$ cat config.mk
export PLATFORM = sky130hd
export DESIGN_NAME = npu_i2c_mac
export DESIGN_NICKNAME = d
export VERILOG_FILES = /design/src/rtl/npu_i2c_mac.sv
export SDC_FILE = /design/constraint.sdc
export NUM_CORES = 1
export LEC_CHECK = 0
export CORE_AREA = 2 2 142 144
export DETAILED_ROUTE_END_ITERATION = 6
export DIE_AREA = 0 0 144 146
export PLACE_DENSITY_LB_ADDON = 0.15
export SETUP_SLACK_MARGIN = 0.05
export SLEW_MARGIN = 0
export SYNTH_ARGS = -nofsm -noshare
export SYNTH_HDL_FRONTEND = slang
export SYNTH_SLANG_ARGS = --single-unit
$ cat constraint.sdc
create_clock -name clock -period 11.95 [get_ports clock]
set_input_delay 2.9875 -clock clock [delete_from_list [all_inputs] [get_ports clock]]
set_output_delay 2.9875 -clock clock [all_outputs]
set_load 0.02 [all_outputs]
$ cat src/rtl/npu_i2c_mac.sv
// I2C read master + signed 8x8 MAC: fetches 2*VEC_LEN bytes (a,w pairs), accumulates the dot product, shows a window on LEDs.
// Latency: roughly (1 + 9 + 18*VEC_LEN + 1.5) bit periods of 4*CLK_DIV cycles from accepted start to done.
// Backpressure: none; start is ignored while busy, stop aborts at the next quarter-bit boundary.
module npu_i2c_mac #(
    parameter int         VEC_LEN   = 4,
    parameter int         CLK_DIV   = 4,
    parameter logic [6:0] DEV_ADDR  = 7'h50,
    parameter int         ACC_W     = 24,
    parameter int         LED_W     = 8,
    parameter int         LED_SHIFT = 0
) (
    input  logic             clock,
    input  logic             reset,
    input  logic             start,
    input  logic             stop,
    input  logic             relu_en,
    input  logic             SDA_in,
    output logic             SDA,
    output logic             SCL,
    output logic [LED_W-1:0] LEDs,
    output logic             busy,
    output logic             done,
    output logic             error
);

    localparam int            CW        = (CLK_DIV > 1) ? $clog2(CLK_DIV) : 1;
    localparam logic [CW-1:0] CNT_MAX   = CW'(CLK_DIV - 1);
    localparam logic [8:0]    LAST_BYTE = 9'(2 * VEC_LEN - 1);

    typedef enum logic [2:0] {
        S_IDLE,
        S_START,
        S_ADDR,
        S_ADDR_ACK,
        S_READ,
        S_MACK,
        S_STOP
    } state_t;

    state_t                  state_q;
    logic [CW-1:0]           cnt_q;
    logic [2:0]              phase_q;     // quarter index; STOP uses 0..5
    logic [2:0]              bit_q;
    logic [8:0]              byte_q;
    logic [7:0]              sh_q;        // address out / data in shift register
    logic signed [7:0]       a_q;         // held activation byte
    logic signed [ACC_W-1:0] acc_q;
    logic                    relu_q;
    logic                    abort_q;     // abort requested during this job
    logic                    sda_q;
    logic                    scl_q;
    logic [LED_W-1:0]        leds_q;
    logic                    busy_q;
    logic                    done_q;
    logic                    error_q;

    logic                    qend;
    logic                    active;
    logic                    abort_now;
    logic                    last_byte;
    logic signed [15:0]      prod;
    logic signed [ACC_W-1:0] acc_d;

    // Quarter-bit boundary, abort decision and the MAC datapath
    always_comb begin
        qend      = (cnt_q == CNT_MAX);
        active    = (state_q == S_START) || (state_q == S_ADDR) || (state_q == S_ADDR_ACK) ||
                    (state_q == S_READ)  || (state_q == S_MACK);
        abort_now = active && (abort_q || stop);
        last_byte = (byte_q == LAST_BYTE);
        prod      = a_q * $signed(sh_q);
        acc_d     = acc_q + ACC_W'(prod);
    end

    // Bus sequencer: all state and bus/status outputs are registered here
    always_ff @(posedge clock) begin
        if (reset) begin
            state_q <= S_IDLE;
            cnt_q   <= '0;
            phase_q <= '0;
            bit_q   <= '0;
            byte_q  <= '0;
            sh_q    <= '0;
            a_q     <= '0;
            acc_q   <= '0;
            relu_q  <= 1'b0;
            abort_q <= 1'b0;
            sda_q   <= 1'b1;
            scl_q   <= 1'b1;
            leds_q  <= '0;
            busy_q  <= 1'b0;
            done_q  <= 1'b0;
            error_q <= 1'b0;
        end else if (state_q == S_IDLE) begin
            cnt_q   <= '0;
            phase_q <= '0;
            abort_q <= 1'b0;
            if (start && !stop) begin
                acc_q   <= '0;
                done_q  <= 1'b0;
                error_q <= 1'b0;
                relu_q  <= relu_en;
                busy_q  <= 1'b1;
                state_q <= S_START;
            end
        end else begin
            cnt_q <= qend ? '0 : cnt_q + CW'(1);
            // A short stop pulse is remembered until the next boundary
            if (active && stop) begin
                abort_q <= 1'b1;
            end
            if (qend) begin
                phase_q <= phase_q + 3'd1;
                if (abort_now) begin
                    state_q <= S_STOP;
                    phase_q <= '0;
                    scl_q   <= 1'b0;
                    sda_q   <= 1'b0;
                    abort_q <= 1'b1;
                end else begin
                    case (state_q)
                        S_START: begin
                            if (phase_q == 3'd1) begin
                                sda_q <= 1'b0;
                            end
                            if (phase_q == 3'd3) begin
                                state_q <= S_ADDR;
                                phase_q <= '0;
                                bit_q   <= '0;
                                scl_q   <= 1'b0;
                                sh_q    <= {DEV_ADDR, 1'b1};
                                sda_q   <= DEV_ADDR[6];
                            end
                        end
                        S_ADDR, S_ADDR_ACK, S_READ, S_MACK: begin
                            if (phase_q == 3'd1) begin
                                scl_q <= 1'b1;
                            end
                            // Sample the slave on the last cycle of the high-going quarter
                            if ((phase_q == 3'd2) && ((state_q == S_ADDR_ACK) || (state_q == S_READ))) begin
                                sh_q <= {sh_q[6:0], SDA_in};
                            end
                            if (phase_q == 3'd3) begin
                                phase_q <= '0;
                                scl_q   <= 1'b0;
                                if (state_q == S_ADDR) begin
                                    bit_q <= bit_q + 3'd1;
                                    if (bit_q == 3'd7) begin
                                        state_q <= S_ADDR_ACK;
                                        sda_q   <= 1'b1;
                                    end else begin
                                        sh_q  <= {sh_q[6:0], 1'b0};
                                        sda_q <= sh_q[6];
                                    end
                                end else if (state_q == S_ADDR_ACK) begin
                                    if (!sh_q[0]) begin
                                        state_q <= S_READ;
                                        sda_q   <= 1'b1;
                                        bit_q   <= '0;
                                        byte_q  <= '0;
                                    end else begin
                                        error_q <= 1'b1;
                                        state_q <= S_STOP;
                                        sda_q   <= 1'b0;
                                    end
                                end else if (state_q == S_READ) begin
                                    bit_q <= bit_q + 3'd1;
                                    if (bit_q == 3'd7) begin
                                        state_q <= S_MACK;
                                        // NACK the final byte so the slave releases the bus
                                        sda_q   <= last_byte;
                                        if (byte_q[0]) begin
                                            acc_q <= acc_d;
                                        end else begin
                                            a_q <= $signed(sh_q);
                                        end
                                    end
                                end else begin
                                    if (last_byte) begin
                                        state_q <= S_STOP;
                                        sda_q   <= 1'b0;
                                    end else begin
                                        state_q <= S_READ;
                                        sda_q   <= 1'b1;
                                        bit_q   <= '0;
                                        byte_q  <= byte_q + 9'd1;
                                    end
                                end
                            end
                        end
                        S_STOP: begin
                            if (phase_q == 3'd1) begin
                                scl_q <= 1'b1;
                            end
                            if (phase_q == 3'd3) begin
                                sda_q <= 1'b1;
                            end
                            if (phase_q == 3'd5) begin
                                state_q <= S_IDLE;
                                phase_q <= '0;
                                busy_q  <= 1'b0;
                                // Aborted or NACKed jobs leave the previous result on display
                                if (!abort_q && !error_q) begin
                                    done_q <= 1'b1;
                                    leds_q <= (relu_q && acc_q[ACC_W-1]) ? '0 : acc_q[LED_SHIFT +: LED_W];
                                end
                            end
                        end
                        default: begin
                            state_q <= S_IDLE;
                        end
                    endcase
                end
            end
        end
    end

    // Registered state drives the ports directly
    always_comb begin
        SDA   = sda_q;
        SCL   = scl_q;
        LEDs  = leds_q;
        busy  = busy_q;
        done  = done_q;
        error = error_q;
    end

endmodule

# Word level (Yosys, flattened, before mapping)
# Cells that the tools add are included.
# totals
register_bits	75
inputBits	6
out_inout_bits	13
elab_cells	198
# op_classes
multipliers	1
add_sub_neg	5
n_reduce_logical	46
bitwise	5
muxes	91
eq_ne	34
# ops
operator	count
$mux W24	11
$mux W3	22
$mux W8	6
$mux W1	40
$mux W9	4
$add A24 B16 Y24	1
$reduce_bool A2 Y1	12
$reduce_and A10 Y1	2
$mul A8 B8 Y16	1
$pmux W8 S2	1
$reduce_and A8 Y1	2
$eq A3 B3 Y1 const B	5
$reduce_and A7 Y1	2
$eq A3 B2 Y1 const B	4
$ne A4 B4 Y1 const B	3
$ne A6 B6 Y1 const B	2
$pmux W3 S2	2
$reduce_and A6 Y1	2
$ne A2 B1 Y1 const B	5
$ne A5 B5 Y1 const B	2
$reduce_and A5 Y1	2
$add A9 B1 Y9 const B	1
$eq A9 B3 Y1 const B	1
$pmux W3 S3	1
other kinds (23)	48

# Logic depth before layout (Yosys ltp)
# Gate-level depths: netlist (run 1).
# logic_depth
ltp_word	12
ltp_mapped	21

# Worst setup path after synthesis (run 1)
# OpenSTA, ideal clock, no wires.
# synth_path
kind	register -> register
from	register a_q[7]
to	register acc_q[21]
arrival_ns	5.580
path_slack_ns	6.295
synth_period_minus_slack_ns	5.655
path_stages_with_launch	18
path_buffers	0
setup_ns	0.076
t_required_ns	11.874
path_cell_list	dfxtp_1 > and2_1 > inv_1 > fa_1 > inv_1 > fa_1 > fa_1 > fa_1 > fa_1 > ha_1 > nand3_1 > nand2_1 > a31oi_1 > o31ai_1 > o21bai_1 > a21boi_0 > mux2_2 > o22ai_1
# synth_via
elab_chain_cells	12
# synth_rtl
element	line_no	source
start, declared	46	logic signed [7:0] a_q;
start signal, assigned	175	a_q <= $signed(sh_q);
$mul A8 B8 Y16	71	prod = a_q * $signed(sh_q);
$add A24 B16 Y24	72	acc_d = acc_q + ACC_W'(prod);
$mux W24	172	if (byte_q[0]) begin
$mux W24	168	if (bit_q == 3'd7) begin
$mux W24	166	end else if (state_q == S_READ) begin
$mux W24	155	end else if (state_q == S_ADDR_ACK) begin
$mux W24	146	if (state_q == S_ADDR) begin
$mux W24	143	if (phase_q == 3'd3) begin
$mux W24	121	case (state_q)
$mux W24	114	if (abort_now) begin
$mux W24	112	if (qend) begin
$mux W24	94	end else if (state_q == S_IDLE) begin
end signal, assigned	85	acc_q <= '0;
end signal, assigned	99	acc_q <= '0;
end signal, assigned	173	acc_q <= acc_d;
end, declared	47	logic signed [ACC_W-1:0] acc_q;
# No other way between the ends. The select of a mux whose other input is x is not followed.
# A chain may end at the register's enable or synchronous reset.

# Worst setup path in the final report (run 1)
# layout_path
from	register sh_q[0]
to	register acc_q[21]
# layout_via
elab_chain_cells	12
# layout_rtl
element	line_no	source
start, declared	45	logic [7:0] sh_q;
start signal, assigned	131	sh_q <= {DEV_ADDR, 1'b1};
start signal, assigned	141	sh_q <= {sh_q[6:0], SDA_in};
start signal, assigned	152	sh_q <= {sh_q[6:0], 1'b0};
$mul A8 B8 Y16	71	
$add A24 B16 Y24	72	
$mux W24	172	
$mux W24	168	
$mux W24	166	
$mux W24	155	
$mux W24	146	
$mux W24	143	
$mux W24	121	
$mux W24	114	
$mux W24	112	
$mux W24	94	
# No other way between the ends. The select of a mux whose other input is x is not followed.

==> reports/qor.csv, run 1 <==
metric,value,unit
clk_latency,0.35,ns
crit_required,12.21,ns
cts_max_level,3,
wl,16.97,mm
fin_ws,5.302,ns
fin_hold_ws,0.4226,ns
cts_setup_buffers,0,
multi_input_area,0.005550,sq mm
netlist_top_cells_area,"fa_1 27%, dfxtp_1 20%, ha_1 11%",
die-area,0.02102,sq mm
cp_max_fo,17,
final_nets,1011,
slowest_stage,and2_1,
grt_start_max_net_pins,64,
dieHeight,146,um
final_max_slew_viol_count,0,
cts.clk_slew.worst_paths,0.06,ns
hold_viol_final,0,
ys_types,65,
outcome,finished clean,
grt_use_total,17.65,%
max-vdd-ir-drop,0.06619,mV
hpwl,13.11,mm
holdBufCountCts,0,
p_per_area,71.09,mW/mm^2
maxCapViolCount,0,
cts-root-buf,clkbuf_16,
wire_per_inst,15.34,um
worstSetupEndpointType,flip-flop,
max_freq,150.4,MHz
rsz0062_at_grt,false,
cts_sinks,75,
p_int,0.0004307,W
combPwrFrac,8.6,%
skew,0.01132,ns
maxSlewHeadroom,26.89,%
seqPwrFrac,43.5,%
p_sw_share,26.93,%
core_area,0.01933,sq mm
synth_edf_count,0,
seq_area,0.001501,sq mm
dpl_cell_area,0.007990,sq mm
setup_viol,0,
fin_crit,6.648,ns
hp-class,reg2reg,
path_cells,"and2_1, inv_1, fa_1, inv_1, fa_1, fa_1, fa_1, fa_1, ha_1, nand3_1, nand2_1, a31oi_1, o31ai_1, o21bai_1, a21boi_0, mux2_2, o22ai_1",
pwr-share-clk,47.9,%
finalSetupTns,0,ns
p_switching,0.0001587,W
io_pins,19,
crit_top_cell,fa_1,
rows,51,
start_util,39.48,%
diodes,0,
io_buffers,18,
grt_overflow,0,
ys_seq_elements,75,
via_count,5590,
cp-start-kind,flip-flop,
antenna_found_initial,0,
synth_fp_nets,1018,
area_delta_synth_final,8.622,%
preCtsSetupSlack,5.358,ns
synth_top_area_share,27.27,%
cts_resized,0,
synth_top_cell_by_area,fa_1,
ys_seq_area_share,19.67,%
ant_nets,0,
grt_pass1_vias,5688,
first_pass_iters,5,
cts_made_buffers,9,
finalCritPeriodShare,55.63,%
cp.buffers_inverters,2,
place.gp.congestion,0.8064,
cpPeakStageDelay,0.96,ns
syn-cell-area,0.007634,sq mm
avgSynthCellArea,9.055,sq um
syn-instance-count,843,
synthFlopType,dfxtp_1,
drt-initial-drc-count,251,
route.detailed.drc,0,
p_leak,3.834,nW
arrival,6.91,ns
drt-vias-per-instance,5.054,
fin_area,0.008292,sq mm
synth_async_sr_flop_share,0,%
fp.dieW,144,um
worstMarginPinSlew,1.097,ns
cts_tree,done,
worstSetupPathType,reg2reg,
cts_buffer_depth,2,
num-fill-cells,1965,
crit_family,adder cells,
grt_pass1_wl,29.57,mm
drive_gt1_share,4.162,%
synth.yosys.warnings,0,
[worst reg2reg max path: cells and delay by family, from the launching register on]
family	cells	cell delay [ns]
buf+inv	2	0.19
fa+ha+maj	6	2.84
flops	1	0.74
compound gates	5	1.30
mux	1	0.35
simple gates	3	1.13
[logic make-up (layout without fill, tap and decap cells)]
group	count (synthesis)	after routing	synth area share, %
compound gates	135	135	11.51
xor+xnor	26	26	2.983
fa+ha+maj	169	169	37.93
buf+inv	148	146	7.621
flops	75	75	19.67
mux	18	18	2.393
simple gates	272	272	17.90
[area by class of cell]
cell class	count	area share (%)
inverter	109	4.934
tap	265	3.999
sequential	75	18.11
timing repair buffer	21	2.384
clock inverter	6	0.8752
clock buffer	10	2.761
multi-input combinational	620	66.94
[stage by stage]
| step | instances | power [W] | utilization, % |
|---|---|---|---|
| floorplan | 843 | 0.0003004 | - |
| global placement | 1090 | 0.0003139 | 41.33 |
| detailed placement | 1090 | 0.0003128 | 41.33 |
| CTS | 1106 | 0.0005974 | 42.88 |
| global route | 1106 | 0.0006120 | 42.88 |
| finish | 1106 | 0.0005895 | 42.88 |
[synthesized netlist by cell type, types with 5 or more instances]
master / instances
xor2_1: 16
nor2b_1: 10
o21bai_1: 5
o21ai_0: 16
nor2_1: 64
ha_1: 65
and2_1: 34
a21o_1: 9
mux2i_1: 16
inv_1: 108
o22ai_1: 6
xnor2_1: 10
nand2_1: 76
a22oi_1: 8
dfxtp_1: 75
a21oi_1: 57
nand3_1: 29
or3_1: 6
fa_1: 104
clkbuf_1: 29
nand2b_1: 10
nand4_1: 5
nor3_1: 14
[worst paths after layout]
check,start,to,slack [ns],depth (start not counted)
max reg2reg,sh_q[0],acc_q[21],5.30,17
min reg2reg,cnt_q[0],cnt_q[0],0.42,1
min,cnt_q[0],cnt_q[0],0.42,1
max,sh_q[0],acc_q[21],5.30,17
[routing by layer]
layer	vias to the layer above	routed length, um	track usage, %	share of wire (%)
met5	-	0	0	0
met4	0	171	3.971	1.0
met3	11	387	2.468	2.3
met2	61	8180	28.52	48
met1	2754	8232	25.08	49
li1	2764	-	-	-
[sequential cells by signal (all words and copies together) (netlist names)]
name     cells
abort_q      1
phase_q      3
busy         1
acc_q       24
cnt_q        2
bit_q        3
a_q          8
done         1
SCL          1
SDA          1
relu_q       1
LEDs         8
byte_q       9
state_q      3
error        1
sh_q         8
[cells in the final DEF, fill, tap and decap left out, types with 3 or more instances in the layout]
master	count
a21oi_1	57
xor2_1	16
ha_1	65
a311oi_1	3
nor4_1	4
nand3_1	29
and3_1	3
nand2_1	76
inv_1	108
fa_1	104
clkdlybuf4s50_1	17
or3_1	6
dfxtp_1	75
a31oi_1	4
nand3b_1	3
o22ai_1	6
o21ai_0	16
a22oi_1	8
o21bai_1	5
and2_1	34
nor3_1	14
clkbuf_16	9
nor2b_1	10
nand2b_1	10
buf_4	3
a21o_1	9
mux2i_1	16
nand4_1	5
xnor2_1	10
nor2_1	64
[power groups by stage]
stage | combinational, W | clock (W) | sequential [W]
6_report | 0.0000505 | 0.000283 | 0.000256
5_1_grt | 0.0000547 | 0.000300 | 0.000257
4_1_cts | 0.0000510 | 0.000290 | 0.000256
3_5_place_dp | 0.0000508 | 0 | 0.000262
3_3_place_gp | 0.0000518 | 0 | 0.000262
2_1_floorplan | 0.0000411 | 0 | 0.000259
Note: power is estimated with default switching activity, not from simulation.
==> run 2, diff against run 1 <==
==> constraint.sdc (replaced) <==
create_clock -name clock -period 6.6 [get_ports clock]
set_input_delay 1.65 -clock clock [delete_from_list [all_inputs] [get_ports clock]]
set_output_delay 1.65 -clock clock [all_outputs]
set_load 0.02 [all_outputs]
==> reports/qor.csv, run 2 (synthesis gave the netlist of run 1 again) <==
metric,value,unit,change
outcome,finished clean,,
diodes,0,,unchanged
r2r_end,acc_q[21],,
finalCritPeriodShare,86.65,%,+31 points
antenna_found_initial,0,,unchanged
worstSetupPathType,reg2reg,,
finalSetupTns,0,ns,unchanged
largestRegisters,"acc_q: 24 flops, byte_q: 9 flops",,
cts_buffer_depth,2,,unchanged
worstMarginPinSlew,0.8984,ns,-0.1982 ns
fin_crit,5.719,ns,-0.9288 ns
r2r_cells,16,,-1
reg2reg_from,sh_q[2],,
final_nets,1014,,+0.30%
fin_ws,0.8811,ns,-4.421 ns
grt_use_total,17.47,%,-0.17 points
start_util,39.48,%,unchanged
grt_pass1_vias,5562,,-2.2%
drt-initial-drc-count,229,,-8.8%
critPathLaunch,sh_q[2],,
cp_max_fo,11,,-6
setup_viol,0,,unchanged
dieHeight,146,um,unchanged
cts_sinks,75,,unchanged
core_area,0.01933,sq mm,unchanged
p_int,0.0007800,W,+81%
r2r_slack,0.88,ns,-4.42 ns
place.gp.congestion,0.7963,,-1.3%
io_buffers,18,,unchanged
p_per_area,128.9,mW/mm^2,+81%
final_common_cell,inv_1,,
fin_util,42.99,%,+0.11 points
maxCapViolCount,0,,unchanged
cp-start-kind,flip-flop,,
max_freq,174.9,MHz,+16%
pwr-share-clk,48.1,%,+0.2 points
wire_per_inst,15.35,um,about the same
layout_common_cells,"108 x inv_1, 104 x fa_1, 76 x nand2_1",,
first_pass_iters,4,,-1
final_max_slew_viol_count,0,,unchanged
clk_latency,0.35,ns,about the same
via_count,5565,,-0.45%
maxSlewHeadroom,39.56,%,+13 points
cts_setup_buffers,0,,unchanged
cts_made_buffers,9,,unchanged
cts_max_level,3,,unchanged
preCtsSetupSlack,0.8863,ns,-4.472 ns
cts.clk_slew.worst_paths,0.06,ns,about the same
p_switching,0.0002919,W,+84%
p_leak,3.846,nW,+0.33%
worstSetupEndpointType,flip-flop,,
critPathCapture,acc_q[21],,
largest_register_ffs,24,,unchanged
holdBufCountCts,0,,unchanged
drive_gt1_share,4.502,%,+0.34 points
fp.dieW,144,um,unchanged
cts_resized,0,,unchanged
hold_viol_final,0,,unchanged
route.detailed.drc,0,,unchanged
p_sw_share,27.23,%,+0.30 points
grt_pass1_wl,29.02,mm,-1.8%
wl,17.02,mm,+0.28%
combPwrFrac,8.5,%,about the same
num-fill-cells,1995,,+1.5%
grt_overflow,0,,unchanged
ant_nets,0,,unchanged
die-area,0.02102,sq mm,unchanged
max-vdd-ir-drop,0.1156,mV,+75%
finalPower,0.001072,W,+82%
arrival,5.98,ns,-0.93 ns
rows,51,,unchanged
area_delta_synth_final,8.900,%,
grt_start_max_net_pins,64,,unchanged
crit_required,6.87,ns,-5.34 ns
largest_register,acc_q,,
hpwl,13.45,mm,+2.6%
skew,0.006329,ns,-0.004993 ns
drt-vias-per-instance,5.018,,-0.72%
hp-class,reg2reg,,
cts_tree,done,,
io_pins,19,,unchanged
cts-root-buf,clkbuf_16,,
rsz0062_at_grt,false,,
seqPwrFrac,43.3,%,-0.2 points
-- run 2: cell count changes in the layout (fill, tap and decap cells not counted), sizes merged --
cell / change
clkinv: -2
buf: +3
inv: +1
clkinvlp: +1
-- run 2: layout make-up --
| type | instances | area, sq um | area share (%) |
|---|---|---|---|
| clock buffers | 10 | 229.0 | 2.754 |
| multi-input cells | 620 | 5550 | 66.77 |
| inverters | 109 | 409.1 | 4.922 |
| repair buffers | 24 | 220.2 | 2.649 |
| clock inverters | 6 | 71.32 | 0.8579 |
| well taps | 265 | 331.6 | 3.989 |
| flip-flops and latches | 75 | 1501 | 18.06 |
-- run 2: power by group through the flow --
stage	logic [W]	clock network [W]	registers [W]
floorplan	0.0000744	0	0.000470
global placement	0.0000926	0	0.000475
detailed placement	0.0000916	0	0.000475
CTS	0.0000919	0.000530	0.000464
global route	0.000101	0.000547	0.000465
finish	0.0000915	0.000516	0.000465
-- run 2: worst min path at each step --
stage | startpoint | end | slack (ns) | depth (start not counted)
2_1_floorplan | cnt_q[0] | cnt_q[0] | 0.40 | 1
3_3_place_gp | cnt_q[0] | cnt_q[0] | 0.42 | 1
3_5_place_dp | cnt_q[0] | cnt_q[0] | 0.42 | 1
4_1_cts | cnt_q[0] | cnt_q[0] | 0.43 | 1
5_1_grt | cnt_q[0] | cnt_q[0] | 0.44 | 1
6_report | cnt_q[0] | cnt_q[0] | 0.43 | 1
-- run 2: metrics by stage --
step / cells / hold slack, ns / area [sq um]
final: 1109 / 0.4278 / 8313
after global routing: 1109 / 0.4363 / 8313
after CTS: 1109 / 0.4294 / 8313
after detailed placement: 1093 / 0.4198 / 8013
after global placement: 1093 / 0.4212 / 8013
after floorplan: 843 / 0.4043 / 7634
-- run 2: worst max-delay path: stages, from the launching register on --
cell and delay [ns]:
dfxtp_1 0.58, nand2_1 0.24, fa_1 0.67, fa_1 0.56
inv_1 0.06, fa_1 0.57, fa_1 0.42, ha_1 0.29
ha_1 0.38, a21oi_1 0.28, nor2_1 0.06, a2111oi_0 0.51
o31ai_1 0.28, o21bai_1 0.22, a21boi_0 0.12, mux2_2 0.28
o22ai_1 0.12
-- run 2: layer usage --
metal | up-vias | part of all wire, % | track usage (%)
met3 | 12 | 2.7 | 2.336
met5 | - | 0 | 0
met2 | 70 | 49 | 28.14
met1 | 2711 | 48 | 24.91
met4 | 0 | 0.88 | 4.118
li1 | 2772 | - | -
